===== src/rtl/stack_mem_io_if.sv =====
// rtl/stack_mem_io_if.sv - processor-side bus between the stack core and its memory
interface stack_mem_io_if #(
  parameter int DATA_W = 8,
  parameter int ADDR_W = 8
);
  logic              req;
  logic              readwriteN;
  logic [ADDR_W-1:0] address;
  logic [DATA_W-1:0] data_in;
  logic [DATA_W-1:0] data_out;
  logic              ack;
  logic              err;
  logic              busy;

  modport master (
    output req, readwriteN, address, data_in,
    input  data_out, ack, err, busy
  );

  modport slave (
    input  req, readwriteN, address, data_in,
    output data_out, ack, err, busy
  );
endinterface


===== src/rtl/stack_mem_io.sv =====
// rtl/stack_mem_io.sv - stack processor RAM with memory-mapped I/O window at the top of the map
// RAM is zeroed by a hardware sweep after every reset; ports sit at IO_BASE..2^ADDR_W-1.
module stack_mem_io #(
  parameter int DATA_W = 8,
  parameter int ADDR_W = 8,
  parameter int N_IN   = 7,
  parameter int N_OUT  = 1
) (
  input  logic                    clk,
  input  logic                    resetN,
  stack_mem_io_if.slave           bus,
  input  logic [N_IN*DATA_W-1:0]  indata,
  output logic [N_OUT*DATA_W-1:0] outdata,
  output logic [N_OUT-1:0]        out_strobe
);

  localparam int IO_BASE = 2**ADDR_W - N_IN - N_OUT;
  localparam int RAM_AW  = $clog2(IO_BASE);
  localparam logic [ADDR_W-1:0] IO_BASE_A = ADDR_W'(IO_BASE);
  localparam logic [ADDR_W-1:0] IN_BASE_A = ADDR_W'(IO_BASE + N_OUT);
  localparam logic [RAM_AW-1:0] LAST_PTR  = RAM_AW'(IO_BASE - 1);

  typedef enum logic {CLEAR, IDLE} state_t;

  state_t            state_q, state_d;
  logic [RAM_AW-1:0] ptr_q;

  logic [DATA_W-1:0] mem   [IO_BASE];
  logic [DATA_W-1:0] in_q  [N_IN];
  logic [DATA_W-1:0] out_q [N_OUT];

  logic              accept;
  logic              illegal;
  logic              is_ram;
  logic              is_out;
  logic [ADDR_W-1:0] off_out;
  logic [ADDR_W-1:0] off_in;
  logic              ram_we;
  logic [RAM_AW-1:0] ram_wa;
  logic [DATA_W-1:0] ram_wd;
  logic [N_OUT-1:0]  out_we;
  logic [DATA_W-1:0] rd_data;

  // State register; the clear pointer only advances while sweeping
  always_ff @(posedge clk) begin
    if (!resetN) begin
      state_q <= CLEAR;
      ptr_q   <= '0;
    end else begin
      state_q <= state_d;
      if (state_q == CLEAR)
        ptr_q <= ptr_q + RAM_AW'(1);
    end
  end

  always_comb begin
    state_d = state_q;
    if (state_q == CLEAR && ptr_q == LAST_PTR)
      state_d = IDLE;
  end

  always_comb begin
    accept  = 1'b0;
    illegal = 1'b0;
    ram_we  = 1'b0;
    ram_wa  = '0;
    ram_wd  = '0;
    out_we  = '0;
    rd_data = '0;
    is_ram  = (bus.address < IO_BASE_A);
    is_out  = !is_ram && (bus.address < IN_BASE_A);
    off_out = bus.address - IO_BASE_A;
    off_in  = bus.address - IN_BASE_A;

    if (resetN) begin
      if (state_q == CLEAR) begin
        ram_we = 1'b1;
        ram_wa = ptr_q;
      end else if (bus.req) begin
        accept = 1'b1;
        if (!bus.readwriteN) begin
          if (is_ram) begin
            ram_we = 1'b1;
            ram_wa = bus.address[RAM_AW-1:0];
            ram_wd = bus.data_in;
          end else if (is_out) begin
            for (int k = 0; k < N_OUT; k++)
              out_we[k] = (off_out == ADDR_W'(k));
          end else begin
            illegal = 1'b1;
          end
        end
      end
    end

    if (is_ram) begin
      rd_data = mem[bus.address[RAM_AW-1:0]];
    end else if (is_out) begin
      for (int k = 0; k < N_OUT; k++)
        if (off_out == ADDR_W'(k)) rd_data = out_q[k];
    end else begin
      for (int k = 0; k < N_IN; k++)
        if (off_in == ADDR_W'(k)) rd_data = in_q[k];
    end
  end

  assign bus.busy = (state_q == CLEAR);

  always_ff @(posedge clk) begin
    if (ram_we)
      mem[ram_wa] <= ram_wd;
  end

  // Inputs are sampled unconditionally so reads always see a one-edge-old value
  always_ff @(posedge clk) begin
    for (int k = 0; k < N_IN; k++)
      in_q[k] <= indata[k*DATA_W +: DATA_W];
  end

  always_ff @(posedge clk) begin
    if (!resetN) begin
      bus.data_out <= '0;
      bus.ack      <= 1'b0;
      bus.err      <= 1'b0;
      out_strobe   <= '0;
      for (int k = 0; k < N_OUT; k++)
        out_q[k] <= '0;
    end else begin
      bus.ack    <= accept;
      bus.err    <= illegal;
      out_strobe <= out_we;
      if (accept && bus.readwriteN)
        bus.data_out <= rd_data;
      for (int k = 0; k < N_OUT; k++)
        if (out_we[k]) out_q[k] <= bus.data_in;
    end
  end

  for (genvar g = 0; g < N_OUT; g++) begin : g_out
    assign outdata[g*DATA_W +: DATA_W] = out_q[g];
  end

endmodule


===== src/flat_wrapper.sv =====
// flat-port wrapper written by rule: the top's interface ports become plain ports
module stack_mem_io_flat 
#(
  parameter int DATA_W = 8,
  parameter int ADDR_W = 8,
  parameter int N_IN   = 7,
  parameter int N_OUT  = 1
)
  (clk, resetN, indata, outdata, out_strobe, bus_req, bus_readwriteN, bus_address, bus_data_in, bus_data_out, bus_ack, bus_err, bus_busy);
  stack_mem_io_if #(.DATA_W(DATA_W), .ADDR_W(ADDR_W)) bus_i ();
  input  logic clk;
  input  logic resetN;
  input  logic [N_IN*DATA_W-1:0] indata;
  output logic [N_OUT*DATA_W-1:0] outdata;
  output logic [N_OUT-1:0] out_strobe;
  input wire logic [$bits(bus_i.req)-1:0] bus_req;
  input wire logic [$bits(bus_i.readwriteN)-1:0] bus_readwriteN;
  input wire logic [$bits(bus_i.address)-1:0] bus_address;
  input wire logic [$bits(bus_i.data_in)-1:0] bus_data_in;
  output wire logic [$bits(bus_i.data_out)-1:0] bus_data_out;
  output wire logic [$bits(bus_i.ack)-1:0] bus_ack;
  output wire logic [$bits(bus_i.err)-1:0] bus_err;
  output wire logic [$bits(bus_i.busy)-1:0] bus_busy;
  assign bus_i.req = bus_req;
  assign bus_i.readwriteN = bus_readwriteN;
  assign bus_i.address = bus_address;
  assign bus_i.data_in = bus_data_in;
  assign bus_data_out = bus_i.data_out;
  assign bus_ack = bus_i.ack;
  assign bus_err = bus_i.err;
  assign bus_busy = bus_i.busy;
  stack_mem_io #(.DATA_W(DATA_W), .ADDR_W(ADDR_W), .N_IN(N_IN), .N_OUT(N_OUT)) u_core (.clk(clk), .resetN(resetN), .bus(bus_i), .indata(indata), .outdata(outdata), .out_strobe(out_strobe));
endmodule

===== config.mk =====
export PLATFORM = sky130hd
export DESIGN_NAME = stack_mem_io_flat
export DESIGN_NICKNAME = d
export VERILOG_FILES = /design/src/rtl/stack_mem_io_if.sv /design/src/rtl/stack_mem_io.sv /design/src/flat_wrapper.sv
export SDC_FILE = /design/constraint.sdc
export NUM_CORES = 2
export LEC_CHECK = 0
export BUFFER_PORTS_ARGS = -buffer_cell sky130_fd_sc_hd__buf_4
export CORE_MARGIN = 3
export CORE_UTILIZATION = 45
export CTS_BUF_LIST = sky130_fd_sc_hd__clkbuf_4 sky130_fd_sc_hd__clkbuf_8 sky130_fd_sc_hd__clkbuf_16
export DETAILED_ROUTE_END_ITERATION = 7
export GPL_TIMING_DRIVEN = 0
export PLACE_DENSITY = 0.69
export SYNTH_ARGS = -nofsm -noshare
export SYNTH_HDL_FRONTEND = slang
export SYNTH_SLANG_ARGS = --single-unit

===== constraint.sdc =====
create_clock -name clk -period 6 [get_ports clk]
set_input_delay 0.9 -clock clk [delete_from_list [all_inputs] [get_ports clk]]
set_output_delay 0.9 -clock clk [all_outputs]
set_load 0.05 [all_outputs]

==> key figures <==
Route
  – DRT Pass-1 Iters: 8
  – # DRC: 1
  – Via Count: around 50k
  – Vias per Instance: 7.192
  – Wire length per cell: 48.08 um
  – DRT iter0 DRCs: 11.22k
  – Drt total wl: roughly 330,000 um
  – Post-route ant nets: 0

Timing
  – Final worst slack: -0.3406 ns
  – RSZ-0062 raised after global routing: no
  – Worst slew pin tran: ~1.8 ns
  – Fmax: 0.1577 GHz
  – Clock skew: about 0.06 ns
  – Final period util: 105.7%
  – Fin Hold WS: approximately 0.12 ns
  – Slew Limit Fails: around 140
  – Final hold vios: 0
  – Finish-stage setup viols: roughly 120
  – Slew margin rel.: -17.78%
  – Tmin final: 6.341 ns

Worst setup path
  – Cell chain of the critical path: buf_4 -> buf_4 -> buf_6 -> buf_2 -> buf_2 -> buf_2 -> mux4_2 -> a221oi_1 -> o22ai_1 -> nor3_1 -> o41ai_1
  – Crit path kind: primary input to flip-flop
  – Slowest CP cell: a221oi_1
  – Worst-path maximum fanout: 10
  – Setup crit end kind: flip-flop
  – Worst path buffer plus inverter count: 6
  – CP max stage delay: about 1.2 ns
  – Worst path required time: roughly 6.8 ns
  – Cell family with most CP delay: buffers and inverters
  – Crit path DAT: between 7 and 8 ns
  – Most common cell on crit path: buf_2
  – Crit start category: primary input

Final layout
  – Fin util: around half
  – Post-route insts no fill: 6,954
  – Synth-to-Final Area Change: 13.89%
  – Design area: 92,010 sq um
  – Layout cells sized above 1: 24.71%
  – Nets: 4,494

Run
  – Max Cap Viol: 14

Clock network
  – Hold Buf Count CTS: 0
  – CTS tree: built
  – CTS Buf Count: roughly 200
  – Clock tree buffer depth: 3
  – Total clock sinks: ~2.1k
  – Root buffer cell: clkbuf_16
  – H-Tree Depth: 4
  – Clk slew on worst S/H paths: 0.07 ns
  – Post-cts repair resize count: 0
  – Post-CTS Setup Bufs: 0
  – Skew-Pair Late Insertion Delay: 0.90 ns

Logic synthesis
  – Cell area after synthesis: slightly above 80,000 sq um
  – Asr flop ratio synth: 0%
  – Seq/Total Area, Yosys: about 76%
  – Synth unique cells: 85
  – Yosys top cell by area: edfxtp_1
  – Top_reg_cell synth: edfxtp_1
  – Top cells by area, synth: edfxtp_1 74%, mux4_2 11%, mux2i_1 2.2%, dfxtp_1 1.9%, nor2_1 1.5%
  – Post-Syn Area per Cell: between 15 and 20 sq um
  – Top-area cell type share of the netlist area: between 70% and 80%
  – Synth Net Count: 4,167
  – Cells after synthesis: between 4k and 5k
  – Total of warnings raised by yosys: 0
  – Post-synth EDFFs: about 2.0k
  – #FFs+latches synth: between 2k and 2.5k

Placement
  – Dpl hpwl: 215,600 um
  – PortBufs: 92
  – RePlAce Congestion: around 1.1
  – # placed instances: around 6.6k
  – Post-place instance area: approximately 85,000 sq um

Floorplan
  – Die W: 429.7 um
  – Die Y: ~430 um
  – Core area: ~180,000 sq um
  – DIE AREA: 184,700 sq um
  – Effective utilization at floorplan: a little under half
  – Io pins: between 90 and 100
  – Row Count: about 150

Power
  – Peak VDD IR: 0.0003239 V
  – Leak pwr: 0.02632 uW
  – PwrDens: between 300 and 400 nW/um^2

Global routing
  – Total gr overflow: 0
  – GRT Overall Usage: 35.71%
  – Vias in the first global route: about 45k
  – Antenna violations before repair: 39
  – Largest net degree at the start of global routing: between 90 and 100
  – First-pass GRT wire length: ~430,000 um

Worst hold path
  – Worst Hold Class: primary input to flip-flop

Outcome
  – Status: finished with violations
  – Failing checks: design-rule violations, max-capacitance violations, max-slew violations, negative setup slack
routing by layer:
| layer | track usage, % | up-vias | share of wire, % |
|---|---|---|---|
| li1 | - | 17550 | - |
| met1 | 44.13 | 25610 | 33 |
| met2 | 46.63 | 5538 | 40 |
| met3 | 18.94 | 1293 | 18 |
| met4 | 27.05 | 16 | 9.6 |
| met5 | 2.784 | - | 0.10 |
synthesized netlist by cell type (32+ instances only):
library cell  number
edfxtp_1        1992
mux4_2           409
nor2_1           321
mux2i_1          178
nand2_1          137
clkbuf_1          82
dfxtp_1           76
buf_2             70
a22oi_1           60
a21oi_1           59
o22ai_1           57
mux2_2            51
o21ai_0           49
buf_6             40
buf_4             34
nand3_1           32
sequential cells by signal (all words and copies together), names as in the netlist:
name                 flops
u_core.bus.data_out      8
u_core.bus.err           1
u_core.in_q             56
u_core.out_q             8
u_core.out_strobe        1
u_core.state_q           1
u_core.bus.ack           1
u_core.mem            1984
u_core.ptr_q             8
worst register-to-register path, cell delays in order (launching register included):
cell and delay [ns]:
dfxtp_1 0.30, buf_2 0.19, and3b_1 0.47, a21boi_1 0.79
clkbuf_1 0.55, a22o_1 0.33, nand2_1 0.08, nor2_1 1.23
nand2_1 0.56, clkbuf_1 0.39, nor2_1 0.98
report_power, final:
part           switching [uW]  internal, uW
Combinational            1260           386
Sequential               14.6         15600
Clock                    5670          7330
Total                    6950         23300
logic make-up (layout without fill, tap and decap cells):
kind of cell	count (synthesis)	count (layout)	synth area share (%)
DFF	2068	2068	75.92
muxes	646	646	14.43
xor gates and xnor gates	6	6	0.06504
buffers and inverters	255	744	1.891
adders and majority gates	2	2	0.03097
other	0	36	0
AOI/OAI and AO/OA	443	443	3.904
and+or+nand+nor	669	669	3.759
worst paths after layout:
check                   from                      to  slack, ns  cells after the start
max           bus_address[1]  u_core.bus.data_out[7]      -0.34                     11
min               indata[52]       u_core.in_q[6][4]       0.12                      1
max reg2reg   u_core.state_q      u_core.mem[162][1]      -0.26                     10
min reg2reg  u_core.ptr_q[6]         u_core.ptr_q[6]       0.53                      2
cells in the final DEF, fill, tap and decap left out, drive strengths merged, types with 27 or more instances in the layout:
master,instances
edfxtp,1992
mux2,59
nand3,32
nand2,137
nor3,27
dfxtp,76
o21ai,60
a21oi,59
buf,287
clkinv,72
o22ai,57
nor2,321
a22oi,60
mux2i,178
mux4,409
diode,36
clkbuf,342
per-stage QoR:
step                      setup slack [ns]  setup TNS (ns)  power (uW)
after global routing               0.02778               0       30640
after floorplan                   0.004408               0       16550
after global placement              -5.035               -       17420
after CTS                           0.3465               0       30000
final                              -0.3406          -8.589       30280
after detailed placement           -0.5486          -20.39       17430
layout make-up:
cell class	instances	area [sq um]
Multi-Input combinational cell	1766	17980
Clock buffer	258	5524
Sequential cell	2068	61340
Timing Repair Buffer	124	1443
Fill cell	13880	85260
Inverter	8	30.03
Buffer	247	1551
Tap cell	2340	2928
Clock inverter	107	1124
Antenna cell	36	90.09
Note: power is estimated with default switching activity, not from simulation.
